### src/rtl/rv32v_types_pkg.sv
// rtl/rv32v_types_pkg.sv - shared vector types for the memory uop sequencer
package rv32v_types_pkg;

  typedef logic [31:0] word_t;

  typedef enum logic [1:0] {
    VSEW_8    = 2'b00,
    VSEW_16   = 2'b01,
    VSEW_32   = 2'b10,
    VSEW_RSVD = 2'b11
  } vsew_t;

  typedef enum logic [1:0] {
    VMEM_UNIT    = 2'b00,
    VMEM_STRIDED = 2'b01,
    VMEM_INDEXED = 2'b10,
    VMEM_RSVD    = 2'b11
  } vmem_mode_t;

  typedef enum logic [2:0] {
    SEQ_IDLE  = 3'd0,
    SEQ_FETCH = 3'd1,
    SEQ_ISSUE = 3'd2,
    SEQ_WAIT  = 3'd3,
    SEQ_DONE  = 3'd4
  } vmem_seq_state_t;

  localparam int UOP_NUM_W = 5;

endpackage

### src/rtl/rv32v_lane_addr_gen.sv
// rtl/rv32v_lane_addr_gen.sv - combinational per-lane address and mask generation
module rv32v_lane_addr_gen
  import rv32v_types_pkg::*;
#(
  parameter int NUM_LANES = 2,
  parameter int VLE_W     = 7
) (
  input  vmem_mode_t                 mode_i,
  input  vsew_t                      veew_i,
  input  word_t                      base_i,
  input  word_t                      stride_i,
  input  logic [UOP_NUM_W-1:0]       k_i,
  input  logic [NUM_LANES*32-1:0]    index_i,
  input  logic [VLE_W-1:0]           vl_i,
  input  logic                       vm_i,
  input  logic [NUM_LANES-1:0]       v0_i,
  output logic [NUM_LANES*32-1:0]    addr_o,
  output logic [NUM_LANES-1:0]       mask_o
);

  localparam int LANE_SH = $clog2(NUM_LANES);

  word_t elem;
  word_t idx;
  word_t lane_addr;

  always_comb begin
    addr_o    = '0;
    mask_o    = '0;
    elem      = '0;
    idx       = '0;
    lane_addr = '0;
    for (int l = 0; l < NUM_LANES; l++) begin
      // NUM_LANES is a power of two, so the lane number fills the low bits
      elem = (word_t'(k_i) << LANE_SH) | word_t'(l);
      case (veew_i)
        VSEW_8:  idx = {24'b0, index_i[l*32 +: 8]};
        VSEW_16: idx = {16'b0, index_i[l*32 +: 16]};
        default: idx = index_i[l*32 +: 32];
      endcase
      case (mode_i)
        VMEM_STRIDED: lane_addr = base_i + elem * stride_i;
        VMEM_INDEXED: lane_addr = base_i + idx;
        default:      lane_addr = base_i + (elem << veew_i);
      endcase
      addr_o[l*32 +: 32] = lane_addr;
      mask_o[l]          = (elem < word_t'(vl_i)) && (vm_i || v0_i[l]);
    end
  end

endmodule

### src/rtl/rv32v_mem_uop_sequencer.sv
// rtl/rv32v_mem_uop_sequencer.sv - splits a vector load/store into lane-batch uops for the serializer
module rv32v_mem_uop_sequencer
  import rv32v_types_pkg::*;
#(
  parameter int NUM_LANES = 2,
  parameter int VL_W      = 7
) (
  input  logic                       CLK,
  input  logic                       RST,
  input  logic                       flush,
  input  logic                       issue_valid,
  output logic                       issue_ready,
  input  logic                       issue_load,
  input  vmem_mode_t                 issue_mode,
  input  vsew_t                      issue_veew,
  input  word_t                      issue_base,
  input  word_t                      issue_stride,
  input  logic [VL_W-1:0]            issue_vl,
  input  logic                       issue_vm,
  output logic                       opnd_req,
  output logic [UOP_NUM_W-1:0]       opnd_uop,
  input  logic                       opnd_valid,
  input  logic [NUM_LANES-1:0]       opnd_v0,
  input  logic [NUM_LANES*32-1:0]    opnd_index,
  input  logic [NUM_LANES*32-1:0]    opnd_data,
  input  logic                       ser_ready,
  output logic                       ser_start,
  input  logic                       ser_done,
  output logic                       vmemdwen,
  output logic                       vmemdren,
  output logic [UOP_NUM_W-1:0]       vuop_num,
  output logic                       vindexed,
  output word_t                      base,
  output word_t                      stride,
  output vsew_t                      veew,
  output logic [NUM_LANES-1:0]       vlane_mask,
  output logic [NUM_LANES*32-1:0]    vlane_addr,
  output logic [NUM_LANES*32-1:0]    vlane_store_data,
  output logic                       strided,
  output logic                       unit_strided,
  output logic                       vnew_seg,
  output logic                       vseg_op,
  output logic                       busy,
  output logic                       done
);

  localparam int LANE_SH = $clog2(NUM_LANES);
  localparam int MAX_VL  = 32 * NUM_LANES;
  localparam int VLE_W   = $clog2(MAX_VL + 1);

  vmem_seq_state_t state_q, state_d;
  logic [UOP_NUM_W-1:0] k_q, k_d, last_k_q;
  logic [VLE_W-1:0]     vl_q;
  logic                 vm_q;
  vmem_mode_t           mode_q;
  vsew_t                veew_q;
  word_t                base_q, stride_q;
  logic                 dren_q, dwen_q, indexed_q, strided_q, unit_q;
  logic [NUM_LANES-1:0]    mask_q;
  logic [NUM_LANES*32-1:0] addr_q, data_q;

  logic                    accept, lanes_ld, last_uop;
  logic [VLE_W-1:0]        eff_vl;
  logic [UOP_NUM_W-1:0]    eff_last_k;
  vmem_mode_t              mode_norm;
  logic [NUM_LANES*32-1:0] gen_addr;
  logic [NUM_LANES-1:0]    gen_mask;

  always_comb begin
    eff_vl     = (word_t'(issue_vl) > word_t'(MAX_VL)) ? VLE_W'(MAX_VL) : VLE_W'(issue_vl);
    eff_last_k = UOP_NUM_W'((word_t'(eff_vl) - 32'd1) >> LANE_SH);
    mode_norm  = (issue_mode == VMEM_RSVD) ? VMEM_UNIT : issue_mode;
  end

  assign last_uop = (k_q == last_k_q);

  rv32v_lane_addr_gen #(
    .NUM_LANES (NUM_LANES),
    .VLE_W     (VLE_W)
  ) u_lane_addr_gen (
    .mode_i   (mode_q),
    .veew_i   (veew_q),
    .base_i   (base_q),
    .stride_i (stride_q),
    .k_i      (k_q),
    .index_i  (opnd_index),
    .vl_i     (vl_q),
    .vm_i     (vm_q),
    .v0_i     (opnd_v0),
    .addr_o   (gen_addr),
    .mask_o   (gen_mask)
  );

  always_comb begin
    state_d     = state_q;
    k_d         = k_q;
    accept      = 1'b0;
    lanes_ld    = 1'b0;
    issue_ready = 1'b0;
    opnd_req    = 1'b0;
    ser_start   = 1'b0;
    done        = 1'b0;
    case (state_q)
      SEQ_IDLE: begin
        issue_ready = ~flush;
        if (issue_valid) begin
          accept  = 1'b1;
          k_d     = '0;
          state_d = (eff_vl == '0) ? SEQ_DONE : SEQ_FETCH;
        end
      end
      SEQ_FETCH: begin
        opnd_req = 1'b1;
        if (opnd_valid) begin
          lanes_ld = 1'b1;
          state_d  = SEQ_ISSUE;
        end
      end
      SEQ_ISSUE: begin
        if (mask_q == '0) begin
          if (last_uop) begin
            state_d = SEQ_DONE;
          end else begin
            k_d     = k_q + 1'b1;
            state_d = SEQ_FETCH;
          end
        end else if (ser_ready) begin
          ser_start = 1'b1;
          state_d   = SEQ_WAIT;
        end
      end
      SEQ_WAIT: begin
        if (ser_done) begin
          if (last_uop) begin
            state_d = SEQ_DONE;
          end else begin
            k_d     = k_q + 1'b1;
            state_d = SEQ_FETCH;
          end
        end
      end
      SEQ_DONE: begin
        done    = 1'b1;
        state_d = SEQ_IDLE;
      end
      default: state_d = SEQ_IDLE;
    endcase
    // abort overrides every transition and squashes the side-effect pulses
    if (flush) begin
      state_d   = SEQ_IDLE;
      k_d       = '0;
      accept    = 1'b0;
      lanes_ld  = 1'b0;
      ser_start = 1'b0;
      done      = 1'b0;
    end
  end

  always_ff @(posedge CLK) begin
    if (RST) begin
      state_q   <= SEQ_IDLE;
      k_q       <= '0;
      last_k_q  <= '0;
      vl_q      <= '0;
      vm_q      <= 1'b0;
      mode_q    <= VMEM_UNIT;
      veew_q    <= VSEW_8;
      base_q    <= '0;
      stride_q  <= '0;
      dren_q    <= 1'b0;
      dwen_q    <= 1'b0;
      indexed_q <= 1'b0;
      strided_q <= 1'b0;
      unit_q    <= 1'b0;
      mask_q    <= '0;
      addr_q    <= '0;
      data_q    <= '0;
    end else begin
      state_q <= state_d;
      k_q     <= k_d;
      if (accept) begin
        last_k_q  <= eff_last_k;
        vl_q      <= eff_vl;
        vm_q      <= issue_vm;
        mode_q    <= mode_norm;
        veew_q    <= issue_veew;
        base_q    <= issue_base;
        stride_q  <= issue_stride;
        dren_q    <= issue_load;
        dwen_q    <= ~issue_load;
        indexed_q <= (mode_norm == VMEM_INDEXED);
        strided_q <= (mode_norm == VMEM_STRIDED);
        unit_q    <= (mode_norm == VMEM_UNIT);
      end
      if (lanes_ld) begin
        mask_q <= gen_mask;
        addr_q <= gen_addr;
        data_q <= opnd_data;
      end
    end
  end

  assign opnd_uop         = k_q;
  assign busy             = (state_q != SEQ_IDLE);
  assign vmemdren         = dren_q;
  assign vmemdwen         = dwen_q;
  assign vuop_num         = k_q;
  assign vindexed         = indexed_q;
  assign strided          = strided_q;
  assign unit_strided     = unit_q;
  assign base             = base_q;
  assign stride           = stride_q;
  assign veew             = veew_q;
  assign vlane_mask       = mask_q;
  assign vlane_addr       = addr_q;
  assign vlane_store_data = data_q;
  assign vnew_seg         = 1'b0;
  assign vseg_op          = 1'b0;

endmodule

### config.mk
export PLATFORM = sky130hd
export DESIGN_NAME = rv32v_mem_uop_sequencer
export DESIGN_NICKNAME = d
export VERILOG_FILES = /design/src/rtl/rv32v_types_pkg.sv /design/src/rtl/rv32v_lane_addr_gen.sv /design/src/rtl/rv32v_mem_uop_sequencer.sv
export SDC_FILE = /design/constraint.sdc
export NUM_CORES = 1
export LEC_CHECK = 0
export CAP_MARGIN = 40
export CORE_ASPECT_RATIO = 1.4
export CORE_MARGIN = 2
export CORE_UTILIZATION = 29
export DETAILED_ROUTE_END_ITERATION = 10
export MAX_ROUTING_LAYER = met4
export PLACE_DENSITY = 0.55
export SLEW_MARGIN = 40
export SYNTH_ARGS = -nofsm -noshare
export SYNTH_HDL_FRONTEND = slang
export SYNTH_HIERARCHICAL = 1
export SYNTH_SLANG_ARGS = --single-unit
### constraint.sdc
create_clock -name CLK -period 8.5 [get_ports CLK]
set_input_delay 1.275 -clock CLK [delete_from_list [all_inputs] [get_ports CLK]]
set_output_delay 1.275 -clock CLK [all_outputs]
set_load 0.01 [all_outputs]
== Word level (Yosys, flattened, before mapping) ==
Cells that the tools add are included.
W data, S select, Z words.
Word-level totals
  bits in registers: 224
  output and inout bits: 218
Cells by class
  add/sub/neg operators: 8
  $mul: 2
  magnitude comparators: 3
  equality and inequality tests: 16
  shift-type cells: 2
  muxes and demuxes: 33
  bitwise operators: 2
  reduce and logical (&&, ||, !) cells: 14
Operator list (count)
  $pmux W32 S2: 4
  $add A32 B32 Y32: 6
  $shl A6 B2 Y32: 2
  $mul A5 B32 Y31: 1
  $mul A6 B32 Y32: 1
  $mux W3: 7
  $mux W5: 4
  $pmux W5 S3: 1
  $lt A6 B7 Y1: 2
  $mux W1: 14
  $pmux W3 S4: 1
  $ne A2 B2 Y1 const B: 4
  $reduce_and A4 Y1: 2
  $gt A7 B7 Y1 const B: 1
  $logic_not A7 Y1: 1
  $mux W7: 1
  $eq A2 B1 Y1 const B: 3
  $eq A2 B2 Y1 const B: 3
  $eq A3 B2 Y1 const B: 2
  $logic_not A2 Y1: 3
  $reduce_bool A3 Y1: 2
  $sub A6 B1 Y6 const B: 1
  $add A5 B1 Y5 const B: 1
  $eq A5 B5 Y1: 1
  9 further kinds: 12

== Logic depth before layout (Yosys ltp) ==
Gate-level depths: netlist of run 1.
  word-level depth: 6
  mapped depth: 30
  gate-level depth less buffers: 28

== Hierarchy ==
The synthesis of run 1 kept the hierarchy.
By module, submodules not included
  rv32v_lane_addr_gen: times used 1, cells each 1810, area an instance 14063.5 um^2, seq. area each 0.0 um^2
  rv32v_mem_uop_sequencer: times used 1, cells each 1032, area an instance 8122.8 um^2, seq. area each 4444.3 um^2

== Least setup slack after synthesis of run 1 ==
No wires, ideal clock.
  kind: reg-to-reg
  from: register k_q[2] (netlist: opnd_uop[2])
  to: register addr_q[29] (netlist: vlane_addr[29])
  library setup time: 0.132 ns
  arrival time: 6.274 ns
  data required time: 8.368 ns
  setup slack: 2.094 ns
  stages on the path, launching flop included: 29
  buffers on the path: 2
  path through: dfxtp_1 > clkbuf_1 > clkbuf_1 > nand2_1 > fa_1 > fa_1 > fa_1 > inv_1 > ha_1 > nor2b_1 > o21bai_1 > a211oi_1 > o31ai_1 > a21boi_0 > or2_2 > xor2_1 > ha_1 > o21a_1 > a21oi_1 > a21oi_1 > nand2b_1 > nand3_1 > a311oi_1 > o211ai_1 > nand2_1 > xor2_1 > mux2_2 > nand2_1 > a21oi_1
Between the ends
  word-level cells in the longest chain between the ends: 3
  elaborated cells between the ends (all ways): 5
Ends and longest elaborated chain
  from (decl): line rv32v_mem_uop_sequencer.sv:52  | logic [UOP_NUM_W-1:0] k_q, k_d, last_k_q;
  from (signal assigned): line rv32v_mem_uop_sequencer.sv:180  | k_q <= k_d;
  $mul A5 B32 Y31 or $shl A6 B2 Y32 (tied branches): line rv32v_lane_addr_gen.sv:42, rv32v_lane_addr_gen.sv:44
  $add A32 B32 Y32 (on tied branches): line rv32v_lane_addr_gen.sv:42, rv32v_lane_addr_gen.sv:44
  $pmux W32 S2 *: line rv32v_lane_addr_gen.sv:41  | case (mode_i)
  named net gen_addr[29]: line rv32v_mem_uop_sequencer.sv:66  | logic [NUM_LANES*32-1:0] gen_addr;
  to (signal assigned): line rv32v_mem_uop_sequencer.sv:197  | addr_q <= gen_addr;
  to (decl): line rv32v_mem_uop_sequencer.sv:60  | logic [NUM_LANES*32-1:0] addr_q, data_q;
The timed path passes the listed nets; every way through them passes the cells marked *.
A chain may end at the register's enable or synchronous reset.

== Worst setup path after layout of run 1 ==
  from: register k_q[2] (netlist: opnd_uop[2])
  to: register addr_q[31] (netlist: vlane_addr[31])
Same word-level chain as after synthesis.

==> results of run 1 <==
logic make-up after synthesis:
family          Yosys count  synth area share
flops                   222             0.200
fa+ha+maj               369             0.274
simple gates           1005             0.199
other cells               1          0.000169
xor+xnor                146            0.0576
buf+inv                 375            0.0686
mux                      12           0.00615
compound gates          712             0.195
per-layer routing:
layer / track usage / wire, um / up-vias
met5: - / 0 / -
met4: 0.0686 / 2780 / 0
met3: 0.0509 / 6060 / 118
met2: 0.364 / 41000 / 600
met1: 0.265 / 35800 / 10000
li1: - / - / 10200
tightest hold or removal path, stage by stage, from the launching register on:
cell and delay [ns]:
dfxtp_1 0.31, nand2_1 0.05, a21oi_1 0.05
through the flow:
stage	std cells	setup slack, ns
3_5_place_dp	4135	1.96
6_report	4196	1.78
3_3_place_gp	4135	1.94
5_1_grt	4196	1.36
2_1_floorplan	2843	2.09
4_1_cts	4185	1.87
worst max path at each step:
stage                     start             end
floorplan           opnd_uop[2]  vlane_addr[29]
global placement    opnd_uop[2]  vlane_addr[31]
detailed placement  opnd_uop[2]  vlane_addr[31]
CTS                 opnd_uop[2]  vlane_addr[31]
global route        opnd_uop[2]  vlane_addr[31]
finish              opnd_uop[2]  vlane_addr[31]
power by group through the flow:
stage,combinational (W),sequential (W),clock (W)
final,0.000484,0.00112,0.00120
after global placement,0.000484,0.00115,0
after global routing,0.000532,0.00113,0.00129
after CTS,0.000487,0.00113,0.00125
after floorplan,0.000241,0.00113,0
after detailed placement,0.000484,0.00115,0
cell usage in the layout, fill, tap and decap left out, types with 31 or more instances in the layout:
cell	n
ha_1	175
inv_1	242
nor2_1	98
clkdlybuf4s50_1	428
xor2_1	55
and3_1	45
o21a_1	31
and2_1	58
a21o_1	64
o21ai_0	103
fa_1	194
nand2_1	640
a21oi_1	352
dfxtp_1	216
nor3_1	31
xnor2_1	91
cell type report:
type                    count  area, um2
clock buffers              33        759
flip-flops and latches    222       4450
multi-input cells        2246      16300
repair buffers            449       4480
fillers                  7971      47900
clock inverters            17        139
well taps                 976       1220
inverters                 243        912
diodes                     10       25.0
registers in the layout (all words and copies together) (netlist names):
name              cells
stride               32
vmemdren              1
mode_q                2
vlane_store_data     64
opnd_uop              5
vlane_mask            2
veew                  2
base                 32
vmemdwen              1
vm_q                  1
state_q               3
unit_strided          1
last_k_q              5
vlane_addr           64
vl_q                  7
==> results.py, run 1 <==
metrics = {
    "cts": {
        "ctsHoldBuffers": 0,
        "clockRootBuffer": "clkbuf_16",
        "clock_sinks": 222,
        "clockBufferDepth": 3,
        "clkTransAtPathRegs_ns": 0.07,
        "h-tree-depth": 1,
        "clk_latency_ns": 0.61,
        "numCtsBuffers": 28,
        "cts_resized": 0,
        "cts_tree": "done",
        "post_cts_buffers": 0,
    },
    "run_status": {
        "status": "finished clean",
    },
    "hold_path": {
        "hold_path_end": "vlane_store_data[23]",
        "hold_path_class": "register to register",
        "min_delay_path_depth": 2,
        "min_from": "vlane_store_data[23]",
    },
    "power_and_ir_drop": {
        "sw_frac_of_total": 0.306,
        "total_power_w": 0.00280,
        "comb_power_share": 0.173,
        "share_clk_of_total_power": 0.426,
        "power_density_mw_per_mm2": 99.3,
        "power_switching_w": 0.000859,
        "pwr-share-seq": 0.401,
        "vdd_drop_max_mv": 0.150,
        "p_int_w": 0.00194,
        "p_leak_nw": 12.5,
    },
    "sta": {
        "fin_tns_setup_ns": 0,
        "fin_crit_sh": 0.791,
        "hold_viol": 0,
        "rsz0062_at_grt": "no",
        "clock-skew-final_ns": 0.0190,
        "finalSetupViolCount": 0,
        "slew_headroom": 0.466,
        "fin_crit_ns": 6.72,
        "worstMarginPinSlew_ns": 0.794,
        "clock.fmax_ghz": 0.149,
        "whs_ns": 0.451,
        "drv_slew": 0,
    },
    "synthesis": {
        "syn_inst": 2842,
        "avgSynthCellArea_um2": 7.81,
        "yosysSeqAreaShare": 0.200,
        "ys_top_cells_by_area": "dfxtp_1 (20%), fa_1 (18%), nand2_1 (11%)",
        "synth_edf_count": 0,
        "post-synth-top-count-cell": "nand2_1",
        "synth_seq_cells": 222,
        "synth_area_mm2": 0.0222,
        "synth_top_area_share": 0.200,
        "ys_types": 80,
        "synth_ff_type": "dfxtp_1",
        "async_flop_share": 0,
        "synth_common_cells": "nand2_1 (641), a21oi_1 (352), inv_1 (242), dfxtp_1 (222), fa_1 (194)",
        "yosysWarnings": 6,
        "synth_top_area_cell": "dfxtp_1",
    },
    "floorplanning": {
        "fp.dieW_um": 238,
        "rows": 120,
        "coreArea_mm2": 0.0761,
        "top_level_ports": 432,
        "dieArea_mm2": 0.0788,
        "initial_core_util": 0.291,
        "die_height_um": 331,
    },
    "route": {
        "dr.pass1.iters": 5,
        "avgRoutedWirePerCell_um": 20.4,
        "viasPerCell": 5.00,
        "drt_iter0_markers": 1099,
        "drc": 0,
        "ant_nets": 0,
        "num_vias": 21000,
        "finalWirelength_mm": 85.6,
    },
    "worst_setup_path": {
        "rr_startpoint": "opnd_uop[2]",
        "critical_path.slowest_cell": "fa_1",
        "r2r_setup_slack_ns": 1.78,
        "path_common_cell": "a21oi_1",
        "cp.arrival_ns": 7.18,
        "cpPeakStageDelay_ns": 0.60,
        "rr_worst_depth": 27,
        "end_kind": "register",
        "reg2reg_to": "vlane_addr[31]",
        "critPathRequiredTime_ns": 8.96,
        "path_buf_inv": 1,
        "timing_worst_setup_path_type": "register to register",
        "cp_max_fo": 15,
        "cp_num_cells": 27,
        "startpoint_type": "register",
        "crit_family": "compound AO/OA/AOI/OAI gates",
    },
    "cells_and_area": {
        "area_delta_synth_final_pct": 27.3,
        "layout-drive-gt1-share": 0.0336,
        "post-route-util": 0.371,
        "finalInstanceArea_mm2": 0.0282,
        "nNetsFinal": 3773,
    },
    "global_route": {
        "track_usage": 0.220,
        "antenna_found_initial": 11,
        "grt_pass1_vias": 21000,
        "grt_remaining_overflow": 0,
        "grt_pass1_wl_mm": 129,
        "grt_max_degree": 121,
    },
    "placed_design": {
        "io_buffers": 429,
        "dp_hpwl_mm": 67.0,
        "place_area_mm2": 0.0273,
        "place_congestion": 0.903,
    },
    "run": {
        "maxCapViolations": 0,
    },
}
Power figures use the tool's default switching activity.
==> run 2, diff against run 1 <==
- clock period: 8.5 -> 6.8 ns (I/O delays scaled with it)
==> results.py, run 2 (same netlist as run 1, synthesis figures left out) <==
metrics = {
    "run_status": {
        "status": "finished clean",
    },
    "power_and_ir_drop": {
        "total_power_w": 0.00372,
        "power_density_mw_per_mm2": 130,
        "p_leak_nw": 12.7,
        "pwr-share-seq": 0.375,
        "share_clk_of_total_power": 0.459,
        "p_int_w": 0.00265,
        "power_switching_w": 0.00107,
        "sw_frac_of_total": 0.287,
        "vdd_drop_max_mv": 0.188,
        "comb_power_share": 0.166,
    },
    "sta": {
        "clock.fmax_ghz": 0.157,
        "slew_headroom": 0.445,
        "drv_slew": 0,
        "finalSetupViolCount": 0,
        "fin_crit_sh": 0.936,
        "fin_crit_ns": 6.36,
        "fin_tns_setup_ns": 0,
        "rsz0062_at_grt": "no",
        "worst_slack_ns": 0.437,
        "hold_viol": 0,
        "whs_ns": 0.450,
        "clock-skew-final_ns": 0.0243,
        "worstMarginPinSlew_ns": 0.832,
    },
    "worst_setup_path": {
        "cp.arrival_ns": 6.82,
        "critPathRequiredTime_ns": 7.25,
        "startpoint_type": "register",
        "rr_worst_depth": 27,
        "timing_worst_setup_path_type": "register to register",
        "cp_max_fo": 8,
        "end_kind": "register",
    },
    "route": {
        "finalWirelength_mm": 85.6,
        "num_vias": 20900,
        "drc": 0,
        "dr.pass1.iters": 5,
        "ant_nets": 0,
        "drt_iter0_markers": 1059,
        "viasPerCell": 4.96,
        "avgRoutedWirePerCell_um": 20.3,
    },
    "cts": {
        "cts_tree": "done",
        "clock_sinks": 222,
        "h-tree-depth": 1,
        "clockBufferDepth": 3,
        "clockRootBuffer": "clkbuf_16",
        "numCtsBuffers": 29,
        "clk_latency_ns": 0.61,
        "ctsHoldBuffers": 0,
        "clkTransAtPathRegs_ns": 0.08,
    },
    "floorplanning": {
        "top_level_ports": 432,
        "rows": 120,
        "initial_core_util": 0.291,
        "dieArea_mm2": 0.0788,
        "die_height_um": 331,
        "coreArea_mm2": 0.0761,
        "fp.dieW_um": 238,
    },
    "global_route": {
        "grt_pass1_vias": 21100,
        "grt_pass1_wl_mm": 130,
        "track_usage": 0.220,
        "grt_max_degree": 129,
        "antenna_found_initial": 13,
        "grt_remaining_overflow": 0,
    },
    "run": {
        "maxCapViolations": 0,
    },
    "hold_path": {
        "hold_path_class": "register to register",
        "min_delay_path_depth": 2,
    },
    "cells_and_area": {
        "nNetsFinal": 3797,
        "layout_common_cells": "nand2_1 (640), clkdlybuf4s50_1 (428), a21oi_1 (351)",
        "layout-drive-gt1-share": 0.0402,
        "area_delta_synth_final_pct": 28.8,
        "final_common_cell": "nand2_1",
        "finalInstanceArea_mm2": 0.0286,
    },
    "placed_design": {
        "io_buffers": 429,
        "place_area_mm2": 0.0275,
        "place_congestion": 0.914,
        "post-place-ws_ns": 0.371,
        "dp_hpwl_mm": 67.2,
    },
}
[run 2: metrics by stage]
stage	utilization	cells
after detailed placement	0.361	4157
after floorplan	-	2843
after global placement	0.361	4156
after CTS	0.374	4207
after global routing	0.375	4220
final	0.375	4220
[run 2: metal layers]
metal  global-route usage  wire (um)
met2                0.372      41600
met4               0.0518       1870
met1                0.265      36200
met3               0.0499       5870
met5                    -          0
[run 2: layout make-up]
class / instances / area [um2]
Fill cell: 7995 / 47500
Multi-Input combinational cell: 2246 / 16300
Timing Repair Buffer: 472 / 4680
Sequential cell: 222 / 4460
Tap cell: 976 / 1220
Inverter: 243 / 912
Clock buffer: 37 / 766
Clock inverter: 13 / 244
Antenna cell: 11 / 27.5
[run 2: power by group through the flow]
stage / Clock, W / Combinational (W) / Sequential (W)
after floorplan: 0 / 0.000302 / 0.00141
after global placement: 0 / 0.000617 / 0.00143
after detailed placement: 0 / 0.000618 / 0.00143
after CTS: 0.00177 / 0.000622 / 0.00140
after global routing: 0.00181 / 0.000677 / 0.00140
final: 0.00171 / 0.000617 / 0.00140
[run 2: path summary, 6_finish.rpt]
kind                             start                   end  slack (ns)
setup / recovery            stride[11]        vlane_addr[31]        0.44
hold / removal    vlane_store_data[60]  vlane_store_data[60]        0.45
setup reg to reg            stride[11]        vlane_addr[31]        0.44
hold reg to reg   vlane_store_data[60]  vlane_store_data[60]        0.45
[run 2: worst max-delay path, cell delays in order, from the launching register on]
cell	delay, ns
dfxtp_1	0.52
nand2_1	0.14
fa_1	0.61
fa_1	0.45
fa_1	0.50
inv_1	0.04
ha_1	0.35
and4_1	0.25
nand3_1	0.12
a211oi_1	0.10
o31ai_1	0.33
a21boi_0	0.12
or2_2	0.30
a21o_1	0.18
a21oi_1	0.18
xnor2_1	0.11
ha_1	0.34
nand2_1	0.07
a21oi_1	0.11
nand2b_1	0.14
nand3_1	0.08
a311oi_1	0.38
o211ai_1	0.19
a21oi_1	0.20
xnor2_1	0.14
a21oi_1	0.08
nand2_1	0.10
a21oi_1	0.06
[run 2: what timing repair did]
| action | CTS | global route |
|---|---|---|
| endpoints found under the setup margin | 0 | 2 |
| setup buffers | 0 | 1 |
| gates resized for setup | 0 | 7 |
